==> src/rtl/ltssm_detect_pkg.sv <==
// Shared definitions for the LTSSM Detect controller: state encodings,
// the fast-simulation timeout constant and the failure-counter width.
// The fast timeout applies when LTSSM_DETECT_FAST_SIM_EN is defined.
package ltssm_detect_pkg;

  typedef enum logic [2:0] {
    DET_IDLE     = 3'd0,
    DET_QUIET    = 3'd1,
    DET_ACT_REQ  = 3'd2,
    DET_ACT_WAIT = 3'd3,
    DET_ACT_EVAL = 3'd4,
    DET_RETRY    = 3'd5,
    DET_DONE     = 3'd6
  } det_state_e;

  localparam int FAST_SIM_CYCLES = 64;
  localparam int FAIL_W          = 8;

  // Increment that sticks at all-ones instead of wrapping.
  function automatic logic [FAIL_W-1:0] sat_inc(input logic [FAIL_W-1:0] v);
    return (&v) ? v : v + FAIL_W'(1);
  endfunction

endpackage

==> src/rtl/ltssm_detect_timer.sv <==
// Loadable down-counter that stops at zero and flags it. One instance is
// shared by the quiet, retry and acknowledge timeouts.
module ltssm_detect_timer #(
  parameter int CNT_W = 16
) (
  input  logic             clk,
  input  logic             rst_n,
  input  logic             load_i,
  input  logic [CNT_W-1:0] load_val_i,
  output logic             zero_o
);

  logic [CNT_W-1:0] cnt_q, cnt_d;

  // Load has priority; otherwise count down and hold at zero.
  always_comb begin
    cnt_d = cnt_q;
    if (load_i)
      cnt_d = load_val_i;
    else if (cnt_q != '0)
      cnt_d = cnt_q - CNT_W'(1);
  end

  // Counter register.
  always_ff @(posedge clk or negedge rst_n) begin
    if (!rst_n) cnt_q <= '0;
    else        cnt_q <= cnt_d;
  end

  assign zero_o = (cnt_q == '0);

endmodule

==> src/rtl/ltssm_detect.sv <==
// LTSSM Detect sub-state controller: Detect.Quiet / Detect.Active sequencing
// with a two-pass confirmation for partial lane sets. Defining
// LTSSM_DETECT_FAST_SIM_EN shortens the quiet and retry waits to a constant.
module ltssm_detect
  import ltssm_detect_pkg::*;
#(
  parameter int WIDTH        = 4,
  parameter int QUIET_CYCLES = 12000,
  parameter int RETRY_CYCLES = 12000,
  parameter int ACK_TIMEOUT  = 2048,
  parameter int CNT_W        = 16
) (
  input  logic              clk,
  input  logic              rst,
  input  logic              det_en,
  input  logic [WIDTH-1:0]  ei_exit,
  output logic              rx_det_req,
  input  logic              rx_det_ack,
  input  logic [WIDTH-1:0]  rx_det_vld,
  output logic [WIDTH-1:0]  det_lane_mask,
  output logic              det_done,
  output logic [2:0]        det_state,
  output logic [FAIL_W-1:0] det_fail_cnt
);

`ifdef LTSSM_DETECT_FAST_SIM_EN
  localparam logic [CNT_W-1:0] QUIET_LOAD = CNT_W'(FAST_SIM_CYCLES - 1);
  localparam logic [CNT_W-1:0] RETRY_LOAD = CNT_W'(FAST_SIM_CYCLES - 1);
`else
  localparam logic [CNT_W-1:0] QUIET_LOAD = CNT_W'(QUIET_CYCLES - 1);
  localparam logic [CNT_W-1:0] RETRY_LOAD = CNT_W'(RETRY_CYCLES - 1);
`endif
  localparam logic [CNT_W-1:0] ACK_LOAD = CNT_W'(ACK_TIMEOUT - 1);

  det_state_e        state_q;
  logic              req_q, done_q, ack_q, second_q;
  logic [WIDTH-1:0]  mask_q, res_q, first_q;
  logic [FAIL_W-1:0] fail_q;

  logic              tmr_load, tmr_zero;
  logic [CNT_W-1:0]  tmr_val;
  logic              ack_fall, eval_pass, eval_retry;

  assign ack_fall   = ack_q & ~rx_det_ack;
  // All lanes present, or a partial set confirmed identically on the second pass.
  assign eval_pass  = (&res_q) | (second_q & (res_q != '0) & (res_q == first_q));
  assign eval_retry = ~(&res_q) & (res_q != '0) & ~second_q;

  ltssm_detect_timer #(.CNT_W(CNT_W)) u_timer (
    .clk       (clk),
    .rst_n     (rst),
    .load_i    (tmr_load),
    .load_val_i(tmr_val),
    .zero_o    (tmr_zero)
  );

  // Timer reload on every transition that starts a new timed wait.
  always_comb begin
    tmr_load = 1'b0;
    tmr_val  = QUIET_LOAD;
    if (det_en) begin
      case (state_q)
        DET_IDLE:     tmr_load = 1'b1;
        DET_QUIET:    if (tmr_zero || |ei_exit) begin tmr_load = 1'b1; tmr_val = ACK_LOAD; end
        DET_ACT_REQ:  if (!rx_det_ack && tmr_zero) tmr_load = 1'b1;
        DET_ACT_WAIT: if (!ack_fall && tmr_zero) tmr_load = 1'b1;
        DET_ACT_EVAL: begin
          if (eval_retry) begin tmr_load = 1'b1; tmr_val = RETRY_LOAD; end
          else if (!eval_pass) tmr_load = 1'b1;
        end
        DET_RETRY:    if (tmr_zero) begin tmr_load = 1'b1; tmr_val = ACK_LOAD; end
        default:      ;
      endcase
    end
  end

  // Detect state machine with registered outputs.
  always_ff @(posedge clk or negedge rst) begin
    if (!rst) begin
      state_q  <= DET_IDLE;
      req_q    <= 1'b0;
      done_q   <= 1'b0;
      ack_q    <= 1'b0;
      second_q <= 1'b0;
      mask_q   <= '0;
      res_q    <= '0;
      first_q  <= '0;
      fail_q   <= '0;
    end else begin
      ack_q  <= rx_det_ack;
      done_q <= 1'b0;
      if (!det_en) begin
        state_q  <= DET_IDLE;
        req_q    <= 1'b0;
        second_q <= 1'b0;
      end else begin
        case (state_q)
          DET_IDLE: state_q <= DET_QUIET;
          DET_QUIET: begin
            if (tmr_zero || |ei_exit) begin
              state_q <= DET_ACT_REQ;
              req_q   <= 1'b1;
            end
          end
          DET_ACT_REQ: begin
            if (rx_det_ack) begin
              state_q <= DET_ACT_WAIT;
              req_q   <= 1'b0;
            end else if (tmr_zero) begin
              state_q  <= DET_QUIET;
              req_q    <= 1'b0;
              second_q <= 1'b0;
              fail_q   <= sat_inc(fail_q);
            end
          end
          DET_ACT_WAIT: begin
            if (ack_fall) begin
              res_q   <= rx_det_vld;
              state_q <= DET_ACT_EVAL;
            end else if (tmr_zero) begin
              state_q  <= DET_QUIET;
              second_q <= 1'b0;
              fail_q   <= sat_inc(fail_q);
            end
          end
          DET_ACT_EVAL: begin
            if (eval_pass) begin
              state_q  <= DET_DONE;
              mask_q   <= res_q;
              done_q   <= 1'b1;
              second_q <= 1'b0;
            end else if (eval_retry) begin
              first_q <= res_q;
              state_q <= DET_RETRY;
            end else begin
              state_q  <= DET_QUIET;
              second_q <= 1'b0;
              fail_q   <= sat_inc(fail_q);
            end
          end
          DET_RETRY: begin
            if (tmr_zero) begin
              state_q  <= DET_ACT_REQ;
              req_q    <= 1'b1;
              second_q <= 1'b1;
            end
          end
          default: state_q <= DET_IDLE;
        endcase
      end
    end
  end

  assign rx_det_req    = req_q;
  assign det_done      = done_q;
  assign det_lane_mask = mask_q;
  assign det_state     = state_q;
  assign det_fail_cnt  = fail_q;

endmodule

==> config.mk <==
export PLATFORM = sky130hd
export DESIGN_NAME = ltssm_detect
export DESIGN_NICKNAME = d
export VERILOG_FILES = /design/src/rtl/ltssm_detect_pkg.sv /design/src/rtl/ltssm_detect_timer.sv /design/src/rtl/ltssm_detect.sv
export SDC_FILE = /design/constraint.sdc
export NUM_CORES = 1
export LEC_CHECK = 0
export CORE_ASPECT_RATIO = 0.75
export CORE_UTILIZATION = 31
export CTS_CLUSTER_SIZE = 20
export DETAILED_ROUTE_END_ITERATION = 6
export MAX_ROUTING_LAYER = met4
export SLEW_MARGIN = 40
export SYNTH_ARGS = -nofsm -noshare
export SYNTH_HDL_FRONTEND = slang
export SYNTH_SLANG_ARGS = --single-unit
==> constraint.sdc <==
create_clock -name clk -period 2.3 [get_ports clk]
set_input_delay 0.345 -clock clk [delete_from_list [all_inputs] [get_ports clk]]
set_output_delay 0.345 -clock clk [all_outputs]
set_load 0.1 [all_outputs]
---- Word level (Yosys, flattened, before mapping) ----
Index checks and enable logic that the tools add are counted.
storage, ports and cells
  bits in registers ....................... 43
  input bits .............................. 12
  output and inout port bits .............. 17
  word-level logic and storage cells ...... 107
cells by class
  $add $sub $neg .......................... 2
  equal/unequal tests ..................... 18
  muxes and demuxes ....................... 46
  bitwise logic cells ..................... 10
  reduce and logical (&&, ||, !) cells .... 21
operators with widths
  kind                                                    count
  2-to-1 mux 8 bit                                        6
  2-to-1 mux 14 bit                                       3
  2-to-1 mux 16 bit                                       2
  one-hot mux 14 bit (2 select lines)                     1
  2-to-1 mux 3 bit                                        8
  one-hot mux 8 bit (3 select lines)                      1
  2-to-1 mux 1 bit                                        21
  one-hot mux 3 bit (6 select lines)                      1
  logical NOT 16 bit                                      1
  nonzero test 16 bit                                     1
  subtractor 16 x 1 -> 16 bit (second input constant)     1
  inequality test 3 bit (second input constant)           4
  AND reduction 4 bit                                     3
  adder 8 x 1 -> 8 bit (second input constant)            1
  inequality test 2 bit (second input constant)           4
  inequality test 4 bit (second input constant)           2
  AND reduction 8 bit                                     1
  == test 3 x 2 -> 1 bit (second input constant)          2
  == test 3 bit (second input constant)                   2
  one-hot mux 1 bit (6 select lines)                      1
  AND reduction 3 bit                                     2
  AND reduction 6 bit                                     1
  AND 1 bit                                               5
  inequality test 5 x 1 -> 1 bit (second input constant)  1
  17 further kinds                                        22

---- Longest topological paths before layout ----
Gate-level depths: netlist of the first run.
  word-level depth ........................ 9
  mapped depth ............................ 9
  gate-level depth less buffers ........... 8

---- Hierarchy ----
From an unflattened synthesis of the first run, not the netlist that was laid out.
second synthesis, totals
  cells, all modules ...................... 243
  area, all modules ....................... 2473.6 sq um
modules (own cells, without submodules)
  module              times used  cells an instance  area an instance (sq um)  sequential area each (sq um)
  ltssm_detect        1           139                1514.0                    675.6
  ltssm_detect_timer  1           104                959.7                     400.4

---- Worst setup path before layout of the first run ----
No wires, ideal clock.
  kind .................................... reg2reg
  start ................................... reg state_q[2] (netlist: det_state[2])
  end ..................................... reg fail_q[5] (netlist: det_fail_cnt[5])
  library setup time ...................... 0.159 ns
  arrival ................................. 2.460 ns
  required time ........................... 2.141 ns
  path slack .............................. -0.319 ns
  cell stages (with the launch flop) ...... 7
  buffers on the path ..................... 1
  clock period less this slack ............ 2.619 ns
  cells stage by stage .................... dfrtp_1 -> clkbuf_1 -> nor3b_1 -> a21oi_2 -> nor4b_4 -> nand4_1 -> xnor2_1
between the ends
  cells in the longest elaborated chain, start to end .. 3
  elaborated cells between the ends (all ways) .. 10
  those cells by class .................... 7 x eq/ne; 1 x mux; 2 x reduce/logical
RTL lines
  element                                                                       RTL line             text
  from (decl)                                                                   ltssm_detect.sv:35   det_state_e state_q;
  from (signal assigned)                                                        ltssm_detect.sv:80   state_q <= DET_IDLE;
  from (signal assigned)                                                        ltssm_detect.sv:93   state_q <= DET_IDLE;
  from (signal assigned)                                                        ltssm_detect.sv:98   DET_IDLE: state_q <= DET_QUIET;
  == test 3 bit or == test 3 x 2 -> 1 bit (tied branches)                       ltssm_detect.sv:97   case (state_q)
  inequality test 2 bit (no source line) or nonzero test 3 bit (tied branches)  -
  AND reduction 6 bit (no source line)                                          -
  to (signal assigned)                                                          ltssm_detect.sv:113  fail_q <= sat_inc(fail_q);
  to (signal assigned)                                                          ltssm_detect.sv:123  fail_q <= sat_inc(fail_q);
  to (signal assigned)                                                          ltssm_detect.sv:138  fail_q <= sat_inc(fail_q);
  to (decl)                                                                     ltssm_detect.sv:38   logic [FAIL_W-1:0] fail_q;
Parallel ways exist; a longest one is shown, timed or not.
A chain may end at the register's enable or synchronous reset.

---- Final worst setup path of the first run ----
  start ................................... reg u_timer.cnt_q[0]
  end ..................................... reg fail_q[1] (netlist: det_fail_cnt[1])
between the ends
  cells in the longest elaborated chain, start to end .. 4
  elaborated cells between the ends (all ways) .. 5
  those cells by class .................... 4 x mux; 1 x reduce/logical
RTL lines
  element                                 RTL line                  text
  from (decl)                             ltssm_detect_timer.sv:13  logic [CNT_W-1:0] cnt_q, cnt_d;
  from (signal assigned)                  ltssm_detect_timer.sv:27  else cnt_q <= cnt_d;
  logical NOT 16 bit (*)                  ltssm_detect_timer.sv:30  assign zero_o = (cnt_q == '0);
  2-to-1 mux 8 bit (*)                    -
  2-to-1 mux 8 bit (on tied branches)     -
  one-hot mux 8 bit (3 select lines) (*)  -
Mark *: on every way between the ends. The rest lies on a longest branch, timed or not. The select of a mux whose other input is x is not followed.

==> summary.txt, run 1 <==
Synth
  • Synth Area in Compound Gates: 0.105
  • Multiplexer share of the synthesized area: 0.0688
  • Warnings, synthesis: 0
  • Syn avg cell area: approximately 10 um^2
  • Area leader, netlist: dfrtp_1
  • Net Count, Synth: about 230
  • Post-synth top area share: 0.473
  • Largest family of logic cells by synthesized area: simple AND/OR/NAND/NOR gates
  • Area contributors post-synth: dfrtp_1, mux2_2, xnor2_1
  • Seq cells post-synth: 43
  • Ys flop type: dfrtp_1
  • Fraction of registers with async set/reset: 1.00
  • XOR/XNOR share of the synthesized area: 0.0771
  • Most frequent cells after synthesis: dfrtp_1, nand2_1, nor2_1
  • EDFF count, synth: 0
  • Synth cell types: between 40 and 50
  • Post-Synthesis Cell Area: approximately 2300 um^2
  • Cells after Synth: 217
  • Sequential element share of the synthesized area: 0.473
  • Count leader, synth: dfrtp_1
  • Synth Area in Adders: 0.0165
  • Synth Area in Simple Gates: 0.239

Power and ir drop
  • Cell Pwr Density: 690 nW/um^2
  • Peak VDD IR: about 0.00027 V
  • Lkg Pwr: ~1.2 nW

Placement
  • Gpl congestion: ~0.84
  • Final HPWL DP: about 3.6 mm
  • IO buf count: 28
  • DP Worst Slack: about 110 ps
  • Placement Cell Area: roughly 2700 um^2
  • Post-placement cell count: 353

Clock network
  • CTS Buf Count: 5
  • Later-pin clock latency in the skew report: a little over 300 ps
  • Maximum root-to-sink buffer count: 2
  • Post-CTS Hold Fix Bufs: 0
  • Clock-pin slew on the worst setup and hold paths: about 100 ps
  • CTS resizes: 0
  • Depth of the CTS H-tree: 2
  • Clock Sinks: 43
  • Clk root buf: clkbuf_8
  • Setup bufs post-CTS: 0
  • CTS tree: done

Timing
  • Achievable Freq: 467 MHz
  • Final setup violating endpoints: 0
  • Setup Skew: about 16 ps
  • Rel. slew slack: 0.588
  • Setup total negative slack: 0 ps
  • Tcrit/Tclk final: 0.931
  • Crit path time final: approximately 2100 ps
  • RSZ-0062 raised after global routing: false
  • Fin. Hold Viols: 0
  • Max-slew violations: 0
  • Slew @ Worst Pin: about 620 ps
  • Hold_ws: 41.4 ps
  • Slack of the critical path: approximately 160 ps

Floorplanning
  • Initial core utilization: 0.327
  • Core ar.: ~7000 um^2
  • Num rows: 26
  • Die X: 101 um
  • Die area: slightly below 8000 um^2
  • Ports: 29
  • Die H: 76.2 um

Worst setup path
  • Crit path kind: reg2reg
  • Crit path capture type: flip-flop
  • Reg2reg start: u_timer.cnt_q[0]$_DFFE_PN0P_
  • Critical-path cell list: inv_1, ha_1, nor4b_4, and4_1, a21oi_2, nor4b_4, buf_4, mux2_1
  • CP Launch Type: flip-flop
  • Worst Setup SP: u_timer.cnt_q[0]$_DFFE_PN0P_
  • Worst Path Max Fanout: 8
  • R2r endpoint: det_fail_cnt[1]$_DFFE_PN0P_
  • CP max stage delay: approximately 400 ps
  • R2R cell count: 8
  • Slowest cell on crit path: dfrtp_1
  • WP data required: between 2000 and 2500 ps
  • End point of the critical path: det_fail_cnt[1]$_DFFE_PN0P_
  • Most frequent CP cell: nor4b_4
  • FF-to-FF setup slack: 160 ps
  • Crit path DAT: 2330 ps

Route
  • DRT iter0 DRCs: just over 80
  • Post-route ant nets: 0
  • Vias: about 1700
  • Vias per Instance: 4.84
  • First-pass DRT Iterations: 4
  • Wire per inst: 13.4 um
  • Routed wire length: 4.83 mm
  • DRC: 0

Global routing
  • Number of global-route vias before repair: between 1500 and 2000
  • Largest net degree at the start of global routing: 29
  • GRT Util Overall: 0.139
  • Initial antenna violation count: 0
  • First-pass GRT wire length: around 8.2 mm
  • Grt ovf: 0

Run status
  • Status: finished, final reports clean

Finish
  • FF/Latch Area: 1080 um^2
  • Final Non-Filler Cells: 361
  • Area Overhead vs Synth: 24.1%
  • Nets@finish: between 200 and 300
  • Footprint of the multi-input gates: approximately 1200 um^2
  • Fillers: 713
  • Layout cell share with drive strength beyond 1: 0.247
  • Antenna cells: 0
  • Final Cell Area: between 2000 and 3000 um^2

Min path
  • HP Class: in2async

Run
  • Max-cap viol count: 0
cell families after synthesis:
group / Yosys count
multiplexers: 14
flip-flops: 43
XOR/XNOR: 20
AO/OA/AOI/OAI: 36
adder cells (fa/ha/maj): 3
buffers and inverters: 11
AND/OR/NAND/NOR: 90
power by group:
group	leakage [nW]	internal, mW	switching [mW]	total (mW)
Combinational	0.635	0.198	0.295	0.494
Clock	0.0491	0.224	0.297	0.520
Sequential	0.535	0.831	0.101	0.932
Total	1.22	1.25	0.693	1.95
worst min path at each step:
stage | start | endpoint | slack (ps) | cells past startpoint
detailed placement | rst | det_fail_cnt[3]$_DFFE_PN0P_ | 400 | 1
global placement | rst | det_fail_cnt[2]$_DFFE_PN0P_ | 400 | 1
finish | rst | det_lane_mask[3]$_DFFE_PN0P_ | 40 | 1
floorplan | rst | ack_q$_DFF_PN0_ | 50 | 0
global route | rst | res_q[3]$_DFFE_PN0P_ | 90 | 1
CTS | rst | det_fail_cnt[7]$_DFFE_PN0P_ | 60 | 1
per-stage QoR:
| step | total power [mW] | utilization |
|---|---|---|
| final | 1.95 | 0.405 |
| after global routing | 2.05 | 0.405 |
| after CTS | 1.96 | 0.405 |
| after detailed placement | 1.44 | 0.392 |
| after global placement | 1.44 | 0.392 |
| after floorplan | 1.25 | - |
registers in the layout, summed over array words and instances, names as in the netlist:
name	cells
u_timer.cnt_q	16
det_fail_cnt	8
det_lane_mask	4
first_q	4
res_q	4
det_state	3
ack_q	1
det_done	1
rx_det_req	1
second_q	1
area by class of cell:
| type | instances | area share |
|---|---|---|
| sequential | 43 | 0.384 |
| tap | 98 | 0.0435 |
| inverter | 6 | 0.00798 |
| clock buffer | 5 | 0.0244 |
| timing repair buffer | 43 | 0.122 |
| multi-input combinational | 163 | 0.408 |
| clock inverter | 3 | 0.00931 |
worst max-delay path, delay by kind of cell, from the launching register on:
kind | cells | cell delay, ps
AO/OA/AOI/OAI | 1 | 80
adder cells (fa/ha/maj) | 1 | 140
buffers and inverters | 2 | 270
flip-flops | 1 | 390
multiplexers | 1 | 320
AND/OR/NAND/NOR | 3 | 840
layout by cell type, fill, tap and decap left out, types with 2 or more instances in the layout:
| cell type | instances |
|---|---|
| dfrtp_1 | 39 |
| buf_4 | 32 |
| nand2_1 | 17 |
| nor2_1 | 15 |
| xnor2_1 | 14 |
| a21oi_1 | 12 |
| mux2_2 | 12 |
| nand3_1 | 11 |
| clkdlybuf4s50_1 | 10 |
| inv_1 | 6 |
| nand2b_1 | 6 |
| nand4_1 | 6 |
| o21ai_0 | 6 |
| xor2_1 | 6 |
| and2_1 | 5 |
| clkbuf_8 | 5 |
| nor2b_1 | 4 |
| and3_1 | 4 |
| nor4_1 | 3 |
| nor3_1 | 3 |
| o211ai_1 | 3 |
| ha_1 | 3 |
| dfrtp_2 | 3 |
| and4_1 | 2 |
| a211oi_1 | 2 |
| nand3b_1 | 2 |
| nor4b_4 | 2 |
| o21ai_1 | 2 |
| o41ai_1 | 2 |
| or4_1 | 2 |
| nand4b_1 | 2 |
| inv_6 | 2 |
layer usage:
metal / part of all wire / GRT usage / vias up
met5: 0 / - / -
met4: 0.010 / 0.0391 / 0
met3: 0.027 / 0.0266 / 5
met2: 0.40 / 0.174 / 27
met1: 0.56 / 0.222 / 839
li1: - / - / 877
(Power assumes the default switching activity.)
==> run 2: changes to the inputs <==
Clock period 2.3 ns to 2.04 ns, I/O delays scaled along.
==> summary.txt, run 2 (synthesis results as in run 1) <==
Run status
  • Status: complete, but fails checks
  • Failing checks: negative setup slack

Timing
  • Hold_ws: slightly below 500 ps
  • Slack of the critical path: -7.62 ps
  • Rel. slew slack: 0.737
  • Crit path time final: between 2000 and 2500 ps
  • Slew @ Worst Pin: around 390 ps
  • Fin. Hold Viols: 0
  • Setup Skew: 3.69 ps
  • Tcrit/Tclk final: 1.00
  • Max-slew violations: 0
  • Final setup violating endpoints: 1
  • RSZ-0062 raised after global routing: true
  • Setup total negative slack: -7.62 ps
  • Achievable Freq: just under 500 MHz

Clock network
  • Clk root buf: clkbuf_8
  • Depth of the CTS H-tree: 2
  • Maximum root-to-sink buffer count: 2
  • CTS tree: done
  • Clock Sinks: between 40 and 50
  • Later-pin clock latency in the skew report: around 300 ps
  • CTS Buf Count: 5
  • Clock-pin slew on the worst setup and hold paths: about 80 ps

Route
  • Routed wire length: 5.56 mm
  • Wire per inst: 14.0 um
  • DRT iter0 DRCs: 57
  • Vias: 1927
  • Post-route ant nets: 0
  • First-pass DRT Iterations: 4
  • DRC: 0
  • Vias per Instance: about 5

Global routing
  • First-pass GRT wire length: just over 9 mm
  • Number of global-route vias before repair: approximately 1900
  • Initial antenna violation count: 0
  • GRT Util Overall: 0.159
  • Largest net degree at the start of global routing: 26
  • Grt ovf: 0

Floorplanning
  • Initial core utilization: 0.327
  • Core ar.: 6960 um^2
  • Ports: 29
  • Num rows: 26
  • Die X: around 100 um
  • Die H: about 76 um
  • Die area: between 7000 and 8000 um^2

Power and ir drop
  • Cell Pwr Density: 779 nW/um^2
  • Peak VDD IR: 0.000324 V
  • Total Power: between 2 and 3 mW
  • Lkg Pwr: between 1 and 1.5 nW

Min path
  • HP Class: reg2reg
  • Worst hold path startpoint: det_fail_cnt[4]$_DFFE_PN0P_

Finish
  • Area Overhead vs Synth: 42.2%
  • Fillers: 674
  • Footprint of the multi-input gates: about 1300 um^2
  • Most common cell after layout, fill and taps aside: buf_4
  • Fin util: 0.464
  • Most frequent cells in the layout: buf_4, dfrtp_1, nand2_1, nor2_1
  • Layout cell share with drive strength beyond 1: 0.413
  • FF/Latch Area: about 1100 um^2
  • Top reg by flops: u_timer.cnt_q
  • Antenna cells: 0
  • Largest register FFs: 16
  • Final Non-Filler Cells: approximately 400
  • Nets@finish: about 310

Placement
  • Final HPWL DP: about 4.2 mm
  • IO buf count: 28
  • Post-placement cell count: 378
  • Gpl congestion: roughly 0.84

Worst setup path
  • WP data required: between 2000 and 2500 ps
  • Reg2reg start: u_timer.cnt_q[1]$_DFFE_PN0P_
  • Crit path DAT: around 2200 ps
  • Worst Setup SP: u_timer.cnt_q[1]$_DFFE_PN0P_
  • Crit path kind: reg2reg
  • Crit path capture type: flip-flop
  • CP Launch Type: flip-flop
  • Worst Path Max Fanout: 8

Run
  • Max-cap viol count: 0
run 2: area by class of cell:
| cell class | instances | share of cell area |
|---|---|---|
| clock buffer | 6 | 0.0255 |
| tap | 98 | 0.0379 |
| sequential | 43 | 0.337 |
| inverter | 6 | 0.00697 |
| multi-input combinational | 163 | 0.390 |
| clock inverter | 2 | 0.0108 |
| timing repair buffer | 78 | 0.191 |
run 2: path summary, 6_finish.rpt:
path	to	slack (ps)	depth (start not counted)
max	det_fail_cnt[1]$_DFFE_PN0P_	-8	8
min in group asynchronous	det_fail_cnt[2]$_DFFE_PN0P_	500	3
min reg2reg	det_fail_cnt[4]$_DFFE_PN0P_	490	1
min	det_fail_cnt[4]$_DFFE_PN0P_	490	1
max in group asynchronous	det_state[2]$_DFFE_PN0P_	1240	3
max reg2reg	det_fail_cnt[1]$_DFFE_PN0P_	-8	8
run 2: layer usage:
metal	global-route usage	share of wire	vias to the layer above
met5	-	0	-
met2	0.226	0.44	31
li1	-	-	951
met3	0.0284	0.042	7
met1	0.230	0.50	938
met4	0.0464	0.016	0
run 2: power breakdown:
group | internal [mW] | switching [mW] | leakage, nW | total (mW)
Sequential | 0.939 | 0.105 | 0.528 | 1.04
Clock | 0.396 | 0.298 | 0.0612 | 0.695
Combinational | 0.368 | 0.411 | 0.836 | 0.779
Total | 1.70 | 0.814 | 1.43 | 2.52
run 2: timing repair:
| action | CTS | global route |
|---|---|---|
| buffers inserted | 4 | 5 |
| resized for setup | 3 | 19 |
| hold endpoints to repair | 18 | 0 |
| cloned | 0 | 0 |
| pin swaps | 1 | 8 |
| hold buffers | 1 | 0 |
| endpoints found under the setup margin | 5 | 19 |
run 2: stage by stage:
step / setup WS, ps / cell area, um^2
floorplan: -82.1 / 2320
global placement: -16.6 / 2940
detailed placement: -47.9 / 2940
CTS: 13.6 / 3110
global route: -99.1 / 3230
finish: -7.62 / 3230
run 2: critical path, cell delays in order (launching register included):
cell and delay [ps]:
dfrtp_1 400, inv_2 90, ha_4 130, nor4b_4 260, and4_4 290, a21oi_2 70, nor4b_4 220, buf_4 190
mux2_4 300
